[config.mk]
export PLATFORM = sky130hd
export DESIGN_NAME = muldiv_unit
export DESIGN_NICKNAME = d
export VERILOG_FILES = /design/src/rtl/muldiv_pkg.sv /design/src/rtl/muldiv_core.sv /design/src/rtl/muldiv_unit.sv
export SDC_FILE = /design/constraint.sdc
export NUM_CORES = 1
export LEC_CHECK = 0
export CAP_MARGIN = 25
export CORE_MARGIN = 10
export CORE_UTILIZATION = 62
export DETAILED_ROUTE_END_ITERATION = 12
export PLACE_DENSITY = 0.83
export SETUP_SLACK_MARGIN = 0.05
export SYNTH_ARGS = -nofsm -noshare
export SYNTH_HDL_FRONTEND = slang
export SYNTH_HIERARCHICAL = 1
export SYNTH_SLANG_ARGS = --single-unit
export TNS_END_PERCENT = 10
[constraint.sdc]
create_clock -name clk -period 6 [get_ports clk]
set_input_delay 0.9 -clock clk [delete_from_list [all_inputs] [get_ports clk]]
set_output_delay 0.9 -clock clk [all_outputs]
set_load 0.01 [all_outputs]
[src/rtl/muldiv_pkg.sv]
// Shared RV32M multiply/divide definitions: funct3 op codes and default width.
package muldiv_pkg;
    localparam int MD_XLEN = 32;

    typedef logic [2:0] md_op_t;

    localparam md_op_t md_mul    = 3'd0;
    localparam md_op_t md_mulh   = 3'd1;
    localparam md_op_t md_mulhsu = 3'd2;
    localparam md_op_t md_mulhu  = 3'd3;
    localparam md_op_t md_div    = 3'd4;
    localparam md_op_t md_divu   = 3'd5;
    localparam md_op_t md_rem    = 3'd6;
    localparam md_op_t md_remu   = 3'd7;

    function automatic logic md_is_div(input md_op_t op);
        return op[2];
    endfunction
endpackage

[src/rtl/muldiv_core.sv]
// Iterative magnitude datapath: shift-add multiply or restoring divide, one bit per step,
// built around a single XLEN+1 adder/subtractor.
module muldiv_core import muldiv_pkg::*; #(
    parameter int XLEN = MD_XLEN
) (
    input  logic            clk,
    input  logic            rst,
    input  logic            load,
    input  logic            is_div,
    input  logic            step,
    input  logic [XLEN-1:0] opa,
    input  logic [XLEN-1:0] opb,
    output logic [XLEN-1:0] hi,
    output logic [XLEN-1:0] lo
);
    logic [XLEN-1:0] opnd;
    logic            div_mode;
    logic [XLEN:0]   add_a, add_b, sum;
    logic            sub;

    // hi:lo is the product register for mul, remainder:quotient for div.
    always_comb begin
        sub   = div_mode;
        add_b = {1'b0, opnd};
        if (div_mode) add_a = {hi, lo[XLEN-1]};
        else          add_a = {1'b0, hi};
        sum = sub ? (add_a + ~add_b + 1'b1) : (add_a + add_b);
    end

    always_ff @(posedge clk or posedge rst) begin
        if (rst) begin
            hi       <= '0;
            lo       <= '0;
            opnd     <= '0;
            div_mode <= 1'b0;
        end else if (load) begin
            hi       <= '0;
            lo       <= opa;
            opnd     <= opb;
            div_mode <= is_div;
        end else if (step) begin
            if (div_mode) begin
                // negative trial difference means restore the shifted remainder
                hi <= sum[XLEN] ? add_a[XLEN-1:0] : sum[XLEN-1:0];
                lo <= {lo[XLEN-2:0], ~sum[XLEN]};
            end else if (lo[0]) begin
                hi <= sum[XLEN:1];
                lo <= {sum[0], lo[XLEN-1:1]};
            end else begin
                hi <= {1'b0, hi[XLEN-1:1]};
                lo <= {hi[0], lo[XLEN-1:1]};
            end
        end
    end
endmodule

[src/rtl/muldiv_unit.sv]
// RV32M multiply/divide unit for EX: FSM, operand sign handling and special cases
// around the iterative muldiv_core; valid/ready on both request and result sides.
module muldiv_unit import muldiv_pkg::*; #(
    parameter int XLEN = MD_XLEN
) (
    input  logic            clk,
    input  logic            rst,
    input  logic            flush,
    input  logic            in_valid,
    output logic            in_ready,
    input  logic [2:0]      in_op,
    input  logic [XLEN-1:0] in_a,
    input  logic [XLEN-1:0] in_b,
    output logic            out_valid,
    input  logic            out_ready,
    output logic [XLEN-1:0] out_result
);
    localparam int CW = $clog2(XLEN);

    typedef enum logic [1:0] {IDLE, CALC, FIX, DONE} state_e;

    state_e          state;
    logic [CW-1:0]   counter;
    md_op_t          op_q;
    logic            neg_q;

    logic            accept;
    logic            a_sgn, b_sgn, a_neg, b_neg, neg_in;
    logic [XLEN-1:0] a_mag, b_mag;
    logic            div_zero, div_ovf, special;
    logic [XLEN-1:0] special_res;
    logic [XLEN-1:0] core_hi, core_lo;
    logic [2*XLEN-1:0] prod;
    logic [XLEN-1:0] fix_res;

    assign accept = in_valid && in_ready && !flush;

    always_comb begin
        a_sgn  = (in_op == md_mulh) || (in_op == md_mulhsu) || (in_op == md_div) || (in_op == md_rem);
        b_sgn  = (in_op == md_mulh) || (in_op == md_div) || (in_op == md_rem);
        a_neg  = a_sgn && in_a[XLEN-1];
        b_neg  = b_sgn && in_b[XLEN-1];
        a_mag  = a_neg ? -in_a : in_a;
        b_mag  = b_neg ? -in_b : in_b;
        // remainder takes the dividend's sign; everything else the xor of both
        neg_in = (in_op == md_rem) ? a_neg : (a_neg ^ b_neg);

        div_zero = md_is_div(in_op) && (in_b == '0);
        div_ovf  = ((in_op == md_div) || (in_op == md_rem)) &&
                   (in_a == {1'b1, {(XLEN-1){1'b0}}}) && (in_b == '1);
        special  = div_zero || div_ovf;
        if (div_zero) special_res = in_op[1] ? in_a : '1;
        else          special_res = in_op[1] ? '0   : in_a;
    end

    muldiv_core #(.XLEN(XLEN)) u_core (
        .clk    (clk),
        .rst    (rst),
        .load   (accept && !special),
        .is_div (md_is_div(in_op)),
        .step   (state == CALC),
        .opa    (a_mag),
        .opb    (b_mag),
        .hi     (core_hi),
        .lo     (core_lo)
    );

    always_comb begin
        prod = neg_q ? -{core_hi, core_lo} : {core_hi, core_lo};
        case (op_q)
            md_mul:                      fix_res = prod[XLEN-1:0];
            md_mulh, md_mulhsu, md_mulhu: fix_res = prod[2*XLEN-1:XLEN];
            md_div, md_divu:             fix_res = neg_q ? -core_lo : core_lo;
            default:                     fix_res = neg_q ? -core_hi : core_hi;
        endcase
    end

    always_ff @(posedge clk or posedge rst) begin
        if (rst) begin
            state      <= IDLE;
            counter    <= '0;
            op_q       <= md_mul;
            neg_q      <= 1'b0;
            in_ready   <= 1'b1;
            out_valid  <= 1'b0;
            out_result <= '0;
        end else if (flush) begin
            state     <= IDLE;
            in_ready  <= 1'b1;
            out_valid <= 1'b0;
        end else begin
            case (state)
                IDLE: if (accept) begin
                    op_q     <= in_op;
                    neg_q    <= neg_in;
                    in_ready <= 1'b0;
                    if (special) begin
                        state      <= DONE;
                        out_valid  <= 1'b1;
                        out_result <= special_res;
                    end else begin
                        state   <= CALC;
                        counter <= CW'(XLEN-1);
                    end
                end
                CALC: begin
                    if (counter == '0) state <= FIX;
                    else               counter <= counter - 1'b1;
                end
                FIX: begin
                    out_result <= fix_res;
                    out_valid  <= 1'b1;
                    state      <= DONE;
                end
                DONE: if (out_ready) begin
                    out_valid <= 1'b0;
                    in_ready  <= 1'b1;
                    state     <= IDLE;
                end
                default: state <= IDLE;
            endcase
        end
    end
endmodule

Yosys cells after proc, flatten, opt, wreduce, memory -nomap -nowiden
Cells that the tools add are included.

word-level totals
  register bits = 142
  bits of input ports = 72

operators by class
  add/sub/neg operators = 9
  equality and inequality tests = 22
  mux-type cells = 43
  bitwise logic cells = 4
  reductions and logical operators = 34

operators by type and width
  kind                                           number
  2-to-1 mux 32 bit                              18
  negation 32 bit                                4
  one-hot mux 32 bit (3 select lines)            1
  2-to-1 mux 33 bit                              2
  == test 32 bit, second input constant          2
  2-to-1 mux 64 bit                              1
  negation 64 bit                                1
  one-hot mux 32 bit (2 select lines)            1
  adder 33 x 1 -> 33 bit, second input constant  1
  adder 33 x 32 -> 33 bit                        1
  adder 33 bit                                   1
  NOT 32 -> 33 bit                               1
  logical NOT 32 bit                             1
  2-to-1 mux 5 bit                               3
  == test 3 bit, second input constant           4
  inequality test 3 bit, second input constant   4
  2-to-1 mux 2 bit                               5
  one-hot mux 5 bit (2 select lines)             1
  == test 3 x 2 -> 1 bit, second input constant  3
  AND reduction 3 bit                            3
  logical AND 1 bit                              8
  2-to-1 mux 1 bit                               8
  inequality test 2 bit, second input constant   4
  one-hot mux 2 bit (4 select lines)             1
  other kinds (20)                               33

Depth between registers and ports, before layout
Gate-level depths: netlist (run 1).

  depth after elaboration = 9
  depth in mapped cells = 20
  mapped depth without buffers = 15

By module
Netlist (run 1), hierarchy kept.

modules (own cells, without submodules)
  module       times used  cells each  area each (µm²)  seq. area each (µm²)
  muldiv_core  1           1180        9352.7           2427.3
  muldiv_unit  1           1021        7399.6           1127.3

Least setup slack after synthesis (run 1)
OpenSTA, ideal clock, no wires.

  path kind = reg2reg
  from = register u_core.div_mode
  to = register u_core.hi[5]
  arrival = 4351 ps
  required time = 5878 ps
  slack = 1528 ps
  stages on the path, launching flop included = 18
  path buffers = 5
  clock period less this slack = 4472 ps
  cells stage by stage = dfrtp_1 -> clkbuf_1 -> clkbuf_1 -> clkbuf_1 -> clkbuf_1 -> mux2_2 -> ha_1 -> a21o_1 -> or3_1 -> o21ai_2 -> a2111oi_4 -> o211ai_2 -> a21o_1 -> buf_6 -> mux2_4 -> nor2_8 -> o311ai_1 -> a32o_1

on the way
  word-level cells in the longest chain between the ends = 8
  elaborated cells on any way between the ends = 10

ends and longest elaborated chain
  what                                         line                                  RTL
  start: declaration                           muldiv_core.sv:17                     logic div_mode;
  start signal: assignment                     muldiv_core.sv:40                     div_mode <= is_div;
  2-to-1 mux 33 bit                            muldiv_core.sv:25                     if (div_mode) add_a = {hi, lo[XLEN-1]};
  adder 33 bit                                 muldiv_core.sv:27                     sum = sub ? (add_a + ~add_b + 1'b1) : (add_a + add_b);
  adder 33 x 1 -> 33 bit                       muldiv_core.sv:27
  2-to-1 mux 33 bit                            muldiv_core.sv:27
  2-to-1 mux 32 bit, on equally long branches  muldiv_core.sv:46, muldiv_core.sv:44
  2-to-1 mux 32 bit *                          muldiv_core.sv:42                     if (div_mode) begin
  2-to-1 mux 32 bit *                          muldiv_core.sv:41                     end else if (step) begin
  2-to-1 mux 32 bit *                          muldiv_core.sv:36                     end else if (load) begin
  end signal: assignment                       muldiv_core.sv:44                     hi <= sum[XLEN] ? add_a[XLEN-1:0] : sum[XLEN-1:0];
  end signal: assignment                       muldiv_core.sv:47                     hi <= sum[XLEN:1];
  end signal: assignment                       muldiv_core.sv:50                     hi <= {1'b0, hi[XLEN-1:1]};
  end: declaration                             muldiv_core.sv:13                     output logic [XLEN-1:0] hi,

Every way passes the cells marked *; elsewhere a longest branch is shown, timed or not. The select of a mux whose other input is x is not followed.
A chain may end at the register's enable or synchronous reset.

Worst setup path after layout (run 1)
  from = register u_core.div_mode
  to = register u_core.hi[12]

Same word-level chain as after synthesis.

==> run_results.csv, run 1 <==
group,metric,value,unit
cts,cts.clk_slew.worst_paths,0.07,ns
job,cap_violations,0,
logic_synthesis,ys_seq_elements,142,
global_route,grt_max_degree,103,
logic_synthesis,synthesis.instances,2201,
cts,worstSkewPairLatency,0.44,ns
logic_synthesis,synthDistinctLibCells,108,
cts,cts_root_buf,"clkbuf_16",
global_route,grt_usage,36.2,%
placed_design,place.gp.congestion,1.05,
floorplanning,dieArea,34000,um^2
cells_and_area,layout_common_cells,"nor2_1, nand2_1, a21oi_1",
logic_synthesis,yosysSeqAreaShare,21.2,%
timing,finalClockSkew,0.0145,ns
cells_and_area,final_nets,2348,
placed_design,hpwl,46700,um
logic_synthesis,synth-compound-area-share,28.0,%
cts,cts_tree,"yes",
floorplanning,die_w,184,um
outcome,status,"finished, final reports clean",
power_and_ir_drop,power.density,643,nW/um^2
cts,cts_setup_buffers,0,
logic_synthesis,ys.flop_type,"dfrtp_1",
global_route,antenna_found_initial,3,
logic_synthesis,synthesis.nets,2355,
routing,vias,18000,
timing,final_hold_viol_count,0,
floorplanning,rows,60,
setup_path,slowest_delay,0.91,ns
global_route,grt_first_pass_wirelength,97000,um
routing,first_pass_iters,8,
logic_synthesis,synth_top_family_by_area,"compound AO/OA/AOI/OAI gates",
logic_synthesis,ys_warn_count,6,
setup_path,critPathArrivalTime,5.20,ns
power_and_ir_drop,clockPowerShare,9.7,%
setup_path,end_kind,"flip-flop",
logic_synthesis,synth_fa_ha_area_share,7.89,%
power_and_ir_drop,intPower,5160,uW
placed_design,port_buffers,105,
routing,first_iter_violations,2734,
cts,holdBufCountCts,0,
setup_path,start_kind,"flip-flop",
global_route,grt_overflow,0,
cts,tritoncts.num_buffers,17,
timing,slew_violations,0,
floorplanning,ioPinCount,106,
logic_synthesis,synth_edf_count,0,
timing,worst_slew_pin_slew,1.12,ns
logic_synthesis,yosys.area_share.simple,22.7,%
logic_synthesis,syn-cell-area,16800,um^2
setup_path,worstPathCellList,"buf_4 > mux2_2 > ha_1 > nor2b_1 > o21a_1 > nor3_1 > mux2i_1 > a22oi_2 > buf_4 > and3_1 > o21ai_1 > a311oi_1",
logic_synthesis,synth_async_sr_flop_share,100,%
setup_path,critPathRequiredTime,6.32,ns
power_and_ir_drop,finalPower,11800,uW
timing,setup-tns-final,0,ns
timing,holdWs,0.482,ns
timing,relSlewSlack,23.3,%
cts,post_cts_resized,0,
setup_path,crit_path_max_fanout,60,
cts,cts.htree.levels,4,
routing,via_per_inst,7.08,
logic_synthesis,synth.avg_cell_area,7.61,um^2
routing,wl,63200,um
floorplanning,core_area,26800,um^2
power_and_ir_drop,p_seq_share,19.3,%
cts,clock_path_buffers,2,
cts,clkSinkCount,142,
cells_and_area,diodes,0,
global_route,grt_pass1_vias,16800,
power_and_ir_drop,leakagePower,0.00715,uW
timing,period_share,81.4,%
setup_path,cp_slowest_cell,"dfrtp_4",
cells_and_area,final_common_cell,"nor2_1",
cells_and_area,syn2layout_area_growth,9.82,%
cells_and_area,drive_gt1_share,8.79,%
power_and_ir_drop,ir_drop,267,uV
timing,fin_crit,4.88,ns
floorplanning,die_y,184,um
logic_synthesis,synth-xor-area-share,7.16,%
min_path,worstHoldPathType,"flip-flop to flip-flop",
timing,fmax,0.205,GHz
power_and_ir_drop,swShare,56.4,%
timing,rsz0062_at_grt,"no",
routing,wl_per_cell,24.8,um
timing,setup_viol,0,
logic_synthesis,synthMuxAreaShare,6.61,%
cells_and_area,fill_cells,2274,
power_and_ir_drop,combinationalPowerShare,71.0,%
setup_path,cp_common_cell,"buf_4",
routing,drc,0,
cells_and_area,final_util,68.6,%
floorplanning,start_util,62.5,%
routing,ant_nets,0,
power_and_ir_drop,switchingPower,6670,uW
setup_path,worst-setup-path-type,"flip-flop to flip-flop",
[state kept, by name, summed over array words and instances, names as in the netlist]
register,flops
out_result,32
u_core/div_mode,1
u_core/opnd,32
out_valid,1
in_ready,1
u_core/lo,32
u_core/hi,32
neg_q,1
counter,5
op_q,3
state,2
[worst max-delay path: cells and delay by family (launching register included)]
family,cells,cell delay (ns)
adder cells (fa/ha/maj),1,0.39
multiplexers,2,0.65
AND/OR/NAND/NOR,3,0.74
buffers and inverters,2,0.95
flip-flops,1,0.91
AO/OA/AOI/OAI,4,1.13
[through the flow]
step | area (um^2) | setup WS, ns | cells
6_report | 18400 | 1.12 | 2548
5_1_grt | 18400 | 0.899 | 2548
4_1_cts | 18300 | 1.25 | 2545
3_5_place_dp | 17700 | 1.16 | 2513
3_3_place_gp | 17700 | 1.29 | 2512
2_1_floorplan | 16800 | 1.53 | 2201
[power by group through the flow]
stage	logic, uW	registers (uW)	clock network (uW)
after floorplan	6180	1830	0
after global routing	9030	2330	1180
after global placement	7900	2220	0
after detailed placement	8020	2240	0
after CTS	8090	2220	1140
final	8400	2280	1140
[cell type report]
type	count	area (um^2)	share of cell area [%]
Inverter	96	363	1.97
Multi-Input combinational cell	1803	12100	66.0
Timing Repair Buffer	134	1300	7.08
Clock buffer	17	425	2.31
Clock inverter	15	176	0.959
Sequential cell	142	3560	19.4
Tap cell	341	427	2.32
[worst paths after layout]
check	from	end	slack (ns)	cells past startpoint
setup reg to reg	u_core/div_mode	u_core/hi[12]	1.12	12
setup / recovery	u_core/div_mode	u_core/hi[12]	1.12	12
hold / removal	out_result[27]	out_result[27]	0.48	2
hold reg to reg	out_result[27]	out_result[27]	0.48	2
min in group asynchronous	rst	state[0]	0.87	2
max in group asynchronous	rst	u_core/hi[0]	3.89	3
[cells by family (layout without fill, tap and decap cells)]
family / after synthesis / count (layout)
and+or+nand+nor: 766 / 766
AOI/OAI and AO/OA: 686 / 686
buffers and inverters: 256 / 262
DFF: 142 / 142
xor gates and xnor gates: 137 / 137
adders and majority gates: 110 / 110
muxes: 104 / 104
[synth_stat cells, drive strengths merged, types with 40 or more instances]
| cell type | number | share of area (%) |
|---|---|---|
| a211oi | 40 | 1.9 |
| dfrtp | 141 | 21 |
| nand2 | 203 | 4.6 |
| nor3 | 65 | 2.0 |
| nor4 | 44 | 2.1 |
| nand3 | 46 | 1.5 |
| o31ai | 59 | 3.2 |
| mux2 | 40 | 2.7 |
| clkbuf | 122 | 2.7 |
| inv | 96 | 2.2 |
| ha | 80 | 6.0 |
| o21ai | 179 | 5.4 |
| a21oi | 176 | 5.4 |
| xnor2 | 95 | 5.0 |
| mux2i | 64 | 3.9 |
| nor2 | 230 | 5.3 |
| xor2 | 42 | 2.2 |
[layer usage]
metal / track usage (%) / wire length [um] / up-vias
met5: 0 / 29 / -
met4: 13.0 / 2210 / 4
met3: 14.9 / 8840 / 201
met2: 51.6 / 26000 / 1209
met1: 47.9 / 26100 / 8545
li1: - / - / 8072
Note: power is estimated with default switching activity, not from simulation.
==> inputs of run 2 (changes only) <==
Clock period 6 ns to 4.5 ns, I/O delays scaled along.
==> run 2 against run 1 <==
Effect of this change: non-clock buffer count grew 61; combinational power grew 45%; global-route usage grew 0.85 points; via count grew 2.7%; total power grew 39%; routed wire length grew 2.3%; largest cell class unchanged.
==> run_results.csv, run 2 (synthesis gave the netlist of run 1 again) <==
group,metric,value,unit
outcome,status,"finished, final reports clean",
cts,clock_path_buffers,2,
routing,vias,18500,
routing,wl_per_cell,24.8,um
setup_path,crit_path_max_fanout,13,
timing,period_share,94.2,%
floorplanning,die_w,184,um
power_and_ir_drop,intPower,7310,uW
floorplanning,die_y,184,um
cts,holdBufCountCts,0,
power_and_ir_drop,combinationalPowerShare,74.4,%
global_route,grt_overflow,0,
timing,setup_ws,0.260,ns
floorplanning,ioPinCount,106,
timing,relSlewSlack,31.2,%
routing,first_iter_violations,2794,
cts,cts.htree.levels,4,
timing,setup_viol,0,
setup_path,end_kind,"flip-flop",
global_route,antenna_found_initial,5,
global_route,grt_usage,37.1,%
power_and_ir_drop,leakagePower,0.00751,uW
timing,worst_slew_pin_slew,1.03,ns
routing,ant_nets,0,
setup_path,slowest_delay,0.58,ns
min_path,worstHoldPathType,"flip-flop to flip-flop",
power_and_ir_drop,swShare,55.4,%
timing,setup-tns-final,0,ns
power_and_ir_drop,clockPowerShare,9.4,%
placed_design,place_ws,0.203,ns
global_route,grt_pass1_vias,17400,
cells_and_area,final_nets,2409,
setup_path,worst-setup-path-type,"flip-flop to flip-flop",
cells_and_area,diodes,0,
cts,cts_root_buf,"clkbuf_16",
floorplanning,start_util,62.5,%
cells_and_area,final_common_cell,"nor2_1",
timing,rsz0062_at_grt,"no",
timing,final_hold_viol_count,0,
cells_and_area,drive_gt1_share,11.1,%
cells_and_area,layout_common_cells,"nor2_1, nand2_1, a21oi_1",
setup_path,worstPathCellList,"buf_6 > mux2_2 > ha_1 > a21o_1 > or3_1 > o21ai_2 > a2111oi_4 > o211ai_2 > a21o_1 > mux2i_4 > buf_12 > nand3_1 > a21o_1 > a311oi_2",
timing,fmax,0.236,GHz
timing,finalClockSkew,0.0170,ns
placed_design,hpwl,48100,um
cts,clkSinkCount,142,
routing,first_pass_iters,8,
global_route,grt_first_pass_wirelength,99500,um
placed_design,place.gp.congestion,1.08,
routing,wl,64600,um
cts,worstSkewPairLatency,0.45,ns
floorplanning,dieArea,34000,um^2
timing,fin_crit,4.24,ns
setup_path,cp_common_cell,"a21o_1",
power_and_ir_drop,power.density,865,nW/um^2
floorplanning,core_area,26800,um^2
power_and_ir_drop,p_seq_share,16.2,%
cells_and_area,syn2layout_area_growth,13.1,%
setup_path,critPathRequiredTime,4.84,ns
timing,slew_violations,0,
setup_path,path_delay_family,"compound AO/OA/AOI/OAI gates",
routing,drc,0,
setup_path,crit_buf_inv,2,
routing,via_per_inst,7.09,
power_and_ir_drop,switchingPower,9080,uW
global_route,grt_max_degree,126,
cts,tritoncts.num_buffers,17,
setup_path,critPathArrivalTime,4.58,ns
power_and_ir_drop,ir_drop,368,uV
cts,cts.clk_slew.worst_paths,0.06,ns
floorplanning,rows,60,
setup_path,cp_slowest_cell,"dfrtp_4",
setup_path,start_kind,"flip-flop",
placed_design,port_buffers,105,
job,cap_violations,0,
cts,cts_tree,"yes",
## run 2: power groups by stage
stage               sequential (uW)  combinational [uW]  clock [uW]
finish                         2660               12200        1540
detailed placement             2630               11600           0
CTS                            2620               11700        1530
global route                   2720               13000        1580
global placement               2610               11400           0
floorplan                      2430                8250           0
## run 2: metrics by stage
stage	cells	instance area [um^2]	hold slack (ns)	total power (uW)	util, %
floorplan	2201	16800	0.486	10700	-
CTS	2603	18900	0.485	15800	70.4
global placement	2571	18300	0.467	14000	68.1
detailed placement	2571	18300	0.471	14200	68.1
global route	2609	18900	0.503	17300	70.7
finish	2609	18900	0.479	16400	70.7
## run 2: area by class of cell
| type | instances | area, um^2 |
|---|---|---|
| multi-input combinational | 1803 | 12100 |
| fill | 2290 | 7850 |
| sequential | 142 | 3560 |
| timing repair buffer | 195 | 1860 |
| clock buffer | 19 | 433 |
| tap | 341 | 427 |
| inverter | 96 | 363 |
| clock inverter | 13 | 164 |
## run 2: layer usage
metal	vias up	wire [um]	global-route usage, %
li1	8187	-	-
met1	8730	25900	50.2
met2	1363	26500	53.1
met3	228	9570	12.9
met4	2	2580	13.5
met5	-	16	0
## run 2: worst paths after layout
path	startpoint	endpoint	slack (ns)	cells after the start
worst max-delay path	u_core/div_mode	u_core/hi[4]	0.26	14
worst min-delay path	out_result[30]	out_result[30]	0.48	2
worst max register to register	u_core/div_mode	u_core/hi[4]	0.26	14
worst min register to register	out_result[30]	out_result[30]	0.48	2
max in group asynchronous	rst	u_core/hi[1]	2.94	4
min in group asynchronous	rst	u_core/lo[13]	0.55	2
## run 2: repair_timing
item	4_1_cts	5_1_grt
setup buffers	0	1
setup endpoints to repair	0	2
resized for setup	0	1
## run 2: worst register-to-register path, cell delays in order, from the launching register on
cell,delay [ns]
dfrtp_4,0.58
buf_6,0.24
mux2_2,0.38
ha_1,0.21
a21o_1,0.22
or3_1,0.35
o21ai_2,0.26
a2111oi_4,0.14
o211ai_2,0.26
a21o_1,0.36
mux2i_4,0.43
buf_12,0.18
nand3_1,0.09
a21o_1,0.18
a311oi_2,0.27
